`src/rtl/dm_pkg.sv`:
```
// Shared data-memory types: DMCtrl access encodings, LSU states and access size helper.
package dm_pkg;

  typedef enum logic [2:0] {
    DM_B  = 3'b000,
    DM_H  = 3'b001,
    DM_W  = 3'b010,
    DM_BU = 3'b100,
    DM_HU = 3'b101
  } dm_ctrl_e;

  typedef enum logic [1:0] {
    IDLE,
    ACCESS,
    RESP
  } lsu_state_e;

  // Illegal encodings report 1; they are rejected before the size matters.
  function automatic logic [2:0] size_of(dm_ctrl_e c);
    case (c)
      DM_H, DM_HU: return 3'd2;
      DM_W:        return 3'd4;
      default:     return 3'd1;
    endcase
  endfunction

endpackage

```
`src/rtl/dm_lsu_if.sv`:
```
// Core-side request/response handshake plus the byte-addressed dm port of the LSU.
interface dm_lsu_if;
  logic        req_valid;
  logic        req_ready;
  logic        req_we;
  logic [2:0]  req_funct3;
  logic [31:0] req_addr;
  logic [31:0] req_wdata;
  logic        rsp_valid;
  logic [31:0] rsp_rdata;
  logic        rsp_err;
  logic [31:0] dm_addr;
  logic [31:0] dm_wdata;
  logic        dm_wr;
  logic [2:0]  dm_ctrl;
  logic [31:0] dm_rdata;

  modport slave (
    input  req_valid, req_we, req_funct3, req_addr, req_wdata, dm_rdata,
    output req_ready, rsp_valid, rsp_rdata, rsp_err, dm_addr, dm_wdata, dm_wr, dm_ctrl
  );

  modport master (
    output req_valid, req_we, req_funct3, req_addr, req_wdata, dm_rdata,
    input  req_ready, rsp_valid, rsp_rdata, rsp_err, dm_addr, dm_wdata, dm_wr, dm_ctrl
  );
endinterface

```
`src/rtl/load_ext.sv`:
```
// Sign/zero extension of a raw load word according to the access type.
module load_ext
  import dm_pkg::*;
(
  input  logic [31:0] raw_i,
  input  dm_ctrl_e    ctrl_i,
  output logic [31:0] ext_o
);
  always_comb begin
    ext_o = raw_i;
    case (ctrl_i)
      DM_B:    ext_o = {{24{raw_i[7]}}, raw_i[7:0]};
      DM_H:    ext_o = {{16{raw_i[15]}}, raw_i[15:0]};
      DM_BU:   ext_o = {24'b0, raw_i[7:0]};
      DM_HU:   ext_o = {16'b0, raw_i[15:0]};
      default: ext_o = raw_i;
    endcase
  end
endmodule

```
`src/rtl/dm_lsu.sv`:
```
// Load/store unit: one core op at a time, aligned ops in one dm beat, misaligned H/W
// split into ascending byte beats with load bytes reassembled and extended.
module dm_lsu
  import dm_pkg::*;
#(
  parameter int unsigned ADDR_LIMIT       = 8192,
  parameter bit          SPLIT_MISALIGNED = 1'b1
) (
  input logic     clk,
  input logic     rst_n,
  dm_lsu_if.slave bus
);
  lsu_state_e  state_q, state_d;
  logic        we_q, we_d;
  dm_ctrl_e    ctrl_q, ctrl_d;
  logic [31:0] addr_q, addr_d;
  logic [31:0] wdata_q, wdata_d;
  logic        split_q, split_d;
  logic [1:0]  beat_q, beat_d;
  logic [1:0]  last_q, last_d;
  logic [31:0] lanes_q, lanes_d;
  logic [31:0] rdata_q, rdata_d;
  logic        err_q, err_d;

  logic [2:0]  req_size;
  logic [32:0] req_end;
  logic        req_misal;
  logic        req_err;
  logic [31:0] lanes_cur;
  logic [31:0] ext_word;

  // 33-bit end address so a wrap past 0xFFFFFFFF is caught as out of range.
  always_comb begin
    req_size  = size_of(dm_ctrl_e'(bus.req_funct3));
    req_end   = {1'b0, bus.req_addr} + {30'b0, req_size} - 33'd1;
    req_misal = ((req_size == 3'd2) && bus.req_addr[0]) ||
                ((req_size == 3'd4) && (bus.req_addr[1:0] != 2'b00));
    req_err   = !(bus.req_funct3 inside {3'b000, 3'b001, 3'b010, 3'b100, 3'b101}) ||
                (bus.req_we && !(bus.req_funct3 inside {3'b000, 3'b001, 3'b010})) ||
                (req_end >= 33'(ADDR_LIMIT)) ||
                (req_misal && !SPLIT_MISALIGNED);
  end

  // Current beat's byte merged into the assembly register, so the final beat can extend in place.
  always_comb begin
    lanes_cur = lanes_q;
    lanes_cur[{beat_q, 3'b000} +: 8] = bus.dm_rdata[7:0];
  end

  load_ext u_load_ext (
    .raw_i  (lanes_cur),
    .ctrl_i (ctrl_q),
    .ext_o  (ext_word)
  );

  always_comb begin
    state_d       = state_q;
    we_d          = we_q;
    ctrl_d        = ctrl_q;
    addr_d        = addr_q;
    wdata_d       = wdata_q;
    split_d       = split_q;
    beat_d        = beat_q;
    last_d        = last_q;
    lanes_d       = lanes_q;
    rdata_d       = rdata_q;
    err_d         = err_q;
    bus.req_ready = 1'b0;
    bus.rsp_valid = 1'b0;
    bus.dm_addr   = 32'b0;
    bus.dm_wdata  = 32'b0;
    bus.dm_wr     = 1'b0;
    bus.dm_ctrl   = 3'b000;
    case (state_q)
      IDLE: begin
        bus.req_ready = 1'b1;
        if (bus.req_valid) begin
          we_d    = bus.req_we;
          ctrl_d  = dm_ctrl_e'(bus.req_funct3);
          addr_d  = bus.req_addr;
          wdata_d = bus.req_wdata;
          rdata_d = 32'b0;
          err_d   = req_err;
          beat_d  = 2'd0;
          lanes_d = 32'b0;
          split_d = req_misal;
          last_d  = req_misal ? 2'(req_size - 3'd1) : 2'd0;
          state_d = req_err ? RESP : ACCESS;
        end
      end
      ACCESS: begin
        if (split_q) begin
          bus.dm_addr  = addr_q + {30'b0, beat_q};
          bus.dm_ctrl  = we_q ? DM_B : DM_BU;
          bus.dm_wdata = {24'b0, wdata_q[{beat_q, 3'b000} +: 8]};
          lanes_d      = lanes_cur;
        end else begin
          bus.dm_addr  = addr_q;
          bus.dm_ctrl  = ctrl_q;
          bus.dm_wdata = wdata_q;
        end
        // Gated by reset so an abandoned store does not land one more byte on the reset edge.
        bus.dm_wr = we_q && rst_n;
        beat_d    = beat_q + 2'd1;
        if (beat_q == last_q) begin
          state_d = RESP;
          if (!we_q) rdata_d = split_q ? ext_word : bus.dm_rdata;
        end
      end
      RESP: begin
        bus.rsp_valid = 1'b1;
        state_d       = IDLE;
      end
      default: state_d = IDLE;
    endcase
  end

  always_ff @(posedge clk) begin
    if (!rst_n) begin
      state_q <= IDLE;
      we_q    <= 1'b0;
      ctrl_q  <= DM_B;
      addr_q  <= 32'b0;
      wdata_q <= 32'b0;
      split_q <= 1'b0;
      beat_q  <= 2'd0;
      last_q  <= 2'd0;
      lanes_q <= 32'b0;
      rdata_q <= 32'b0;
      err_q   <= 1'b0;
    end else begin
      state_q <= state_d;
      we_q    <= we_d;
      ctrl_q  <= ctrl_d;
      addr_q  <= addr_d;
      wdata_q <= wdata_d;
      split_q <= split_d;
      beat_q  <= beat_d;
      last_q  <= last_d;
      lanes_q <= lanes_d;
      rdata_q <= rdata_d;
      err_q   <= err_d;
    end
  end

  assign bus.rsp_rdata = rdata_q;
  assign bus.rsp_err   = err_q;

endmodule

```
`src/flat_wrapper.sv`:
```
// flat-port wrapper written by rule: the top's interface ports become plain ports
module dm_lsu_flat import dm_pkg::*;
#(
  parameter int unsigned ADDR_LIMIT       = 8192,
  parameter bit          SPLIT_MISALIGNED = 1'b1
)
  (clk, rst_n, bus_req_valid, bus_req_we, bus_req_funct3, bus_req_addr, bus_req_wdata, bus_dm_rdata, bus_req_ready, bus_rsp_valid, bus_rsp_rdata, bus_rsp_err, bus_dm_addr, bus_dm_wdata, bus_dm_wr, bus_dm_ctrl);
  dm_lsu_if bus_i ();
  input logic clk;
  input logic rst_n;
  input wire logic [$bits(bus_i.req_valid)-1:0] bus_req_valid;
  input wire logic [$bits(bus_i.req_we)-1:0] bus_req_we;
  input wire logic [$bits(bus_i.req_funct3)-1:0] bus_req_funct3;
  input wire logic [$bits(bus_i.req_addr)-1:0] bus_req_addr;
  input wire logic [$bits(bus_i.req_wdata)-1:0] bus_req_wdata;
  input wire logic [$bits(bus_i.dm_rdata)-1:0] bus_dm_rdata;
  output wire logic [$bits(bus_i.req_ready)-1:0] bus_req_ready;
  output wire logic [$bits(bus_i.rsp_valid)-1:0] bus_rsp_valid;
  output wire logic [$bits(bus_i.rsp_rdata)-1:0] bus_rsp_rdata;
  output wire logic [$bits(bus_i.rsp_err)-1:0] bus_rsp_err;
  output wire logic [$bits(bus_i.dm_addr)-1:0] bus_dm_addr;
  output wire logic [$bits(bus_i.dm_wdata)-1:0] bus_dm_wdata;
  output wire logic [$bits(bus_i.dm_wr)-1:0] bus_dm_wr;
  output wire logic [$bits(bus_i.dm_ctrl)-1:0] bus_dm_ctrl;
  assign bus_i.req_valid = bus_req_valid;
  assign bus_i.req_we = bus_req_we;
  assign bus_i.req_funct3 = bus_req_funct3;
  assign bus_i.req_addr = bus_req_addr;
  assign bus_i.req_wdata = bus_req_wdata;
  assign bus_i.dm_rdata = bus_dm_rdata;
  assign bus_req_ready = bus_i.req_ready;
  assign bus_rsp_valid = bus_i.rsp_valid;
  assign bus_rsp_rdata = bus_i.rsp_rdata;
  assign bus_rsp_err = bus_i.rsp_err;
  assign bus_dm_addr = bus_i.dm_addr;
  assign bus_dm_wdata = bus_i.dm_wdata;
  assign bus_dm_wr = bus_i.dm_wr;
  assign bus_dm_ctrl = bus_i.dm_ctrl;
  dm_lsu #(.ADDR_LIMIT(ADDR_LIMIT), .SPLIT_MISALIGNED(SPLIT_MISALIGNED)) u_core (.clk(clk), .rst_n(rst_n), .bus(bus_i));
endmodule
```
`config.mk`:
```
export PLATFORM = sky130hd
export DESIGN_NAME = dm_lsu_flat
export DESIGN_NICKNAME = d
export VERILOG_FILES = /design/src/rtl/dm_pkg.sv /design/src/rtl/dm_lsu_if.sv /design/src/rtl/load_ext.sv /design/src/rtl/dm_lsu.sv /design/src/flat_wrapper.sv
export SDC_FILE = /design/constraint.sdc
export NUM_CORES = 1
export LEC_CHECK = 0
export ABC_AREA = 1
export CAP_MARGIN = 0
export CORE_UTILIZATION = 30
export DETAILED_ROUTE_END_ITERATION = 7
export GPL_ROUTABILITY_DRIVEN = 0
export SLEW_MARGIN = 20
export SYNTH_ARGS = -nofsm -noshare
export SYNTH_HDL_FRONTEND = slang
export SYNTH_HIERARCHICAL = 1
export SYNTH_SLANG_ARGS = --single-unit
```
`constraint.sdc`:
```
create_clock -name clk -period 7.47 [get_ports clk]
set_input_delay 2.241 -clock clk [delete_from_list [all_inputs] [get_ports clk]]
set_output_delay 2.241 -clock clk [all_outputs]
set_load 0.01 [all_outputs]
```
==> results.cfg <==
[outcome]
outcome = complete, no violations

[detailed_routing]
drtIter0Drc = 600
post-route-drc-count = 0
ant_nets = 0
wirelength_mm = 33.4
vias = 10700
routed_via_density = 4.94
dr.pass1.iters = 5
wl_per_cell_um = 15.5

[hold_path]
hp-start = u_core/wdata_q[7]$_SDFFE_PN0P_
worstHoldPathType = flop to flop
hold_depth = 2
hold_path_end = u_core/wdata_q[7]$_SDFFE_PN0P_

[layout]
final_nets = 1889
syn_to_final_growth_pct = 30.1
antennaDiodeCount = 0
fin_util = 0.398
fillers = 3391
final_layout_size_suffix_gt1_frac = 0.0393
final_cell_area_um2 = 12600

[yosys]
netlist_area_um2 = 9700
synth_seq_area_share = 0.289
async_flop_share = 0
synth_top_cell_by_area = dfxtp_1
synthFlopType = dfxtp_1
ys_ff_latch = 140
synth_edf_count = 0
synthTopCellsByArea = dfxtp_1, nand2_1, inv_1
syn-num-nets = 1736
synth.distinct_cells = 39
syn_area_per_cell_um2 = 6.10
yosys_warnings = 6
syn_inst = 1590
synth_top_cell_area_share = 0.289

[global_routing]
grt_pass1_vias = 9893
grtUsageTotal = 0.200
antenna_found_initial = 0
grt-ovfl-total = 0
grt_max_degree = 85
grt_pass1_wl_mm = 52.4

[clocking]
cts-hold-fix-buffers = 0
postCtsSetupRepairBufs = 0
clock-sinks = 140
clk_latency_ns = 0.43
cts_tree = done
htreeDepth = 4
clockRootBuffer = clkbuf_16
cts_resized = 0
path_clk_slew_ns = 0.06
clockBufferDepth = 2
numCtsBuffers = 17

[setup_path]
r2r.worst_path.cells = 9
crit_path_frequent_cell = nor2_1
max_stage_delay_ns = 0.54
r2r_slack_ns = 4.15
r2r_start = u_core/beat_q[1]$_SDFFE_PN0P_
crit_slowest_cell = fa_1
path_cells = clkinv_1 > fa_1 > inv_1 > nand3_1 > nor2_1 > nand2_1 > nor2_2 > nand3_2 > nor2_1 > nand4_1 > nor3_1 > nor2_1 > nor2_1 > clkdlybuf4s50_1
critPathRequiredTime_ns = 5.23
critPathCaptureType = primary output
cp.arrival_ns = 3.96
start_kind = flop
cp_top_family = simple AND/OR/NAND/NOR gates
worstSetupPathType = flop to primary output
worstPathMaxFanout = 13
crit_buf_inv = 3
timing.rr.end = u_core/bus.rsp_rdata[28]$_SDFFE_PN0P_

[sta]
fmax_mhz = 161
rsz0062_at_grt = no
hold_ws_ns = 0.460
max_slew.worst_pin.slew_ns = 0.977
period_needed_ns = 6.20
drv_slew = 0
fin_crit_sh = 0.830
slew_headroom = 0.348
fin_setup_tns_ns = 0
hold_viol = 0
setup_viol = 0
fin_skew_ns = 0.0141
postLayoutSetupSlackWorst_ns = 1.27

[floorplan]
num_io_pins = 206
die_w_um = 182
row_count = 65
start_util = 0.306
fp.coreArea_um2 = 31700
fp.dieH_um = 182
die_area_um2 = 33100

[power_and_ir_drop]
ir_drop_mv = 0.108
p_per_area_nw_per_um2 = 173
power_leakage_nw = 5.19

[place]
numPortBuffers = 205
dpl.hpwl_mm = 25.4
dpl_worst_slack_ns = 1.72
place_area_um2 = 12000

[flow_run]
maxCapViolCount = 0
## stage by stage
| stage | power [mW] | cells |
|---|---|---|
| after floorplan | 1.09 | 1590 |
| final | 2.19 | 2158 |
| after global placement | 1.25 | 2126 |
| after detailed placement | 1.25 | 2126 |
| after global routing | 2.30 | 2158 |
| after CTS | 2.21 | 2158 |
## metal layers
| layer | up-vias | share of wire | global-route usage |
|---|---|---|---|
| li1 | 5439 | - | - |
| met3 | 37 | 0.051 | 0.0253 |
| met5 | - | 0 | 0 |
| met2 | 306 | 0.49 | 0.353 |
| met1 | 4870 | 0.44 | 0.255 |
| met4 | 0 | 0.019 | 0.0563 |
## sequential cells by signal, summed over array words and instances (netlist names)
signal	flops
u_core/addr_q	32
u_core/bus.rsp_rdata	32
u_core/lanes_q	32
u_core/wdata_q	32
u_core/ctrl_q	3
u_core/beat_q	2
u_core/last_q	2
u_core/state_q	2
u_core/bus.rsp_err	1
u_core/split_q	1
u_core/we_q	1
## layout by cell type, fill, tap and decap left out, types with 7 or more instances in the layout
master and count:
nand2_1 412, inv_1 225, clkdlybuf4s50_1 204, nor2_1 187, dfxtp_1 140, a21oi_1 131, o21ai_0 122, nand3_1 86
ha_1 41, o22ai_1 33, clkbuf_16 17, a311oi_1 17, nand4_1 15, nor3_1 14, buf_4 10, a221oi_1 8
xor2_1 7, o21bai_1 7, a31oi_1 7
## layout make-up
type                       count  area [µm²]  share of cell area
sequential                   140        2800               0.222
clock inverter                13         210              0.0166
inverter                     231         867              0.0687
multi-input combinational   1138        5670               0.449
clock buffer                  19         453              0.0359
tap                          402         503              0.0398
timing repair buffer         215        2120               0.168
## worst min-delay path, stage by stage, from the launching register on
cell,delay (ns)
dfxtp_1,0.30
inv_1,0.06
a21oi_1,0.05
## cells in the mapped netlist (4+ instances only)
cell and count:
a21oi_1 131, a221oi_1 8, a311oi_1 17, a31oi_1 7, buf_1 5, buf_2 13
buf_4 8, buf_6 4, clkbuf_1 51, dfxtp_1 140, ha_1 41, inv_1 226
nand2_1 413, nand3_1 86, nand3b_1 6, nand4_1 15, nor2_1 189, nor2_4 4
nor3_1 14, nor3_2 6, nor3b_1 4, o21ai_0 122, o21ai_1 4, o21bai_1 7
o22ai_1 33, xnor2_1 6, xor2_1 7
## logic make-up after synthesis
group | count (synthesis) | synth area share
simple gates | 751 | 0.326
compound gates | 331 | 0.188
buf+inv | 312 | 0.129
flops | 140 | 0.289
fa+ha+maj | 43 | 0.0570
xor+xnor | 13 | 0.0117
## power breakdown
group          internal, mW  switching, mW
combinational         0.169          0.250
sequential            0.789         0.0317
clock                 0.613          0.338
total                  1.57          0.620
## worst max-delay path by stage
| stage | startpoint | to | slack (ns) | cells past startpoint |
|---|---|---|---|---|
| final | u_core/beat_q[1]$_SDFFE_PN0P_ | bus_dm_addr[28] | 1.27 | 14 |
| after global routing | u_core/beat_q[1]$_SDFFE_PN0P_ | bus_dm_addr[26] | 0.93 | 17 |
| after CTS | u_core/beat_q[1]$_SDFFE_PN0P_ | bus_dm_addr[28] | 1.25 | 14 |
| after detailed placement | u_core/beat_q[1]$_SDFFE_PN0P_ | bus_dm_addr[28] | 1.72 | 14 |
| after global placement | u_core/beat_q[1]$_SDFFE_PN0P_ | bus_dm_addr[28] | 1.78 | 14 |
| after floorplan | rst_n | bus_dm_wr | 2.25 | 4 |
(Power assumes the default switching activity.)
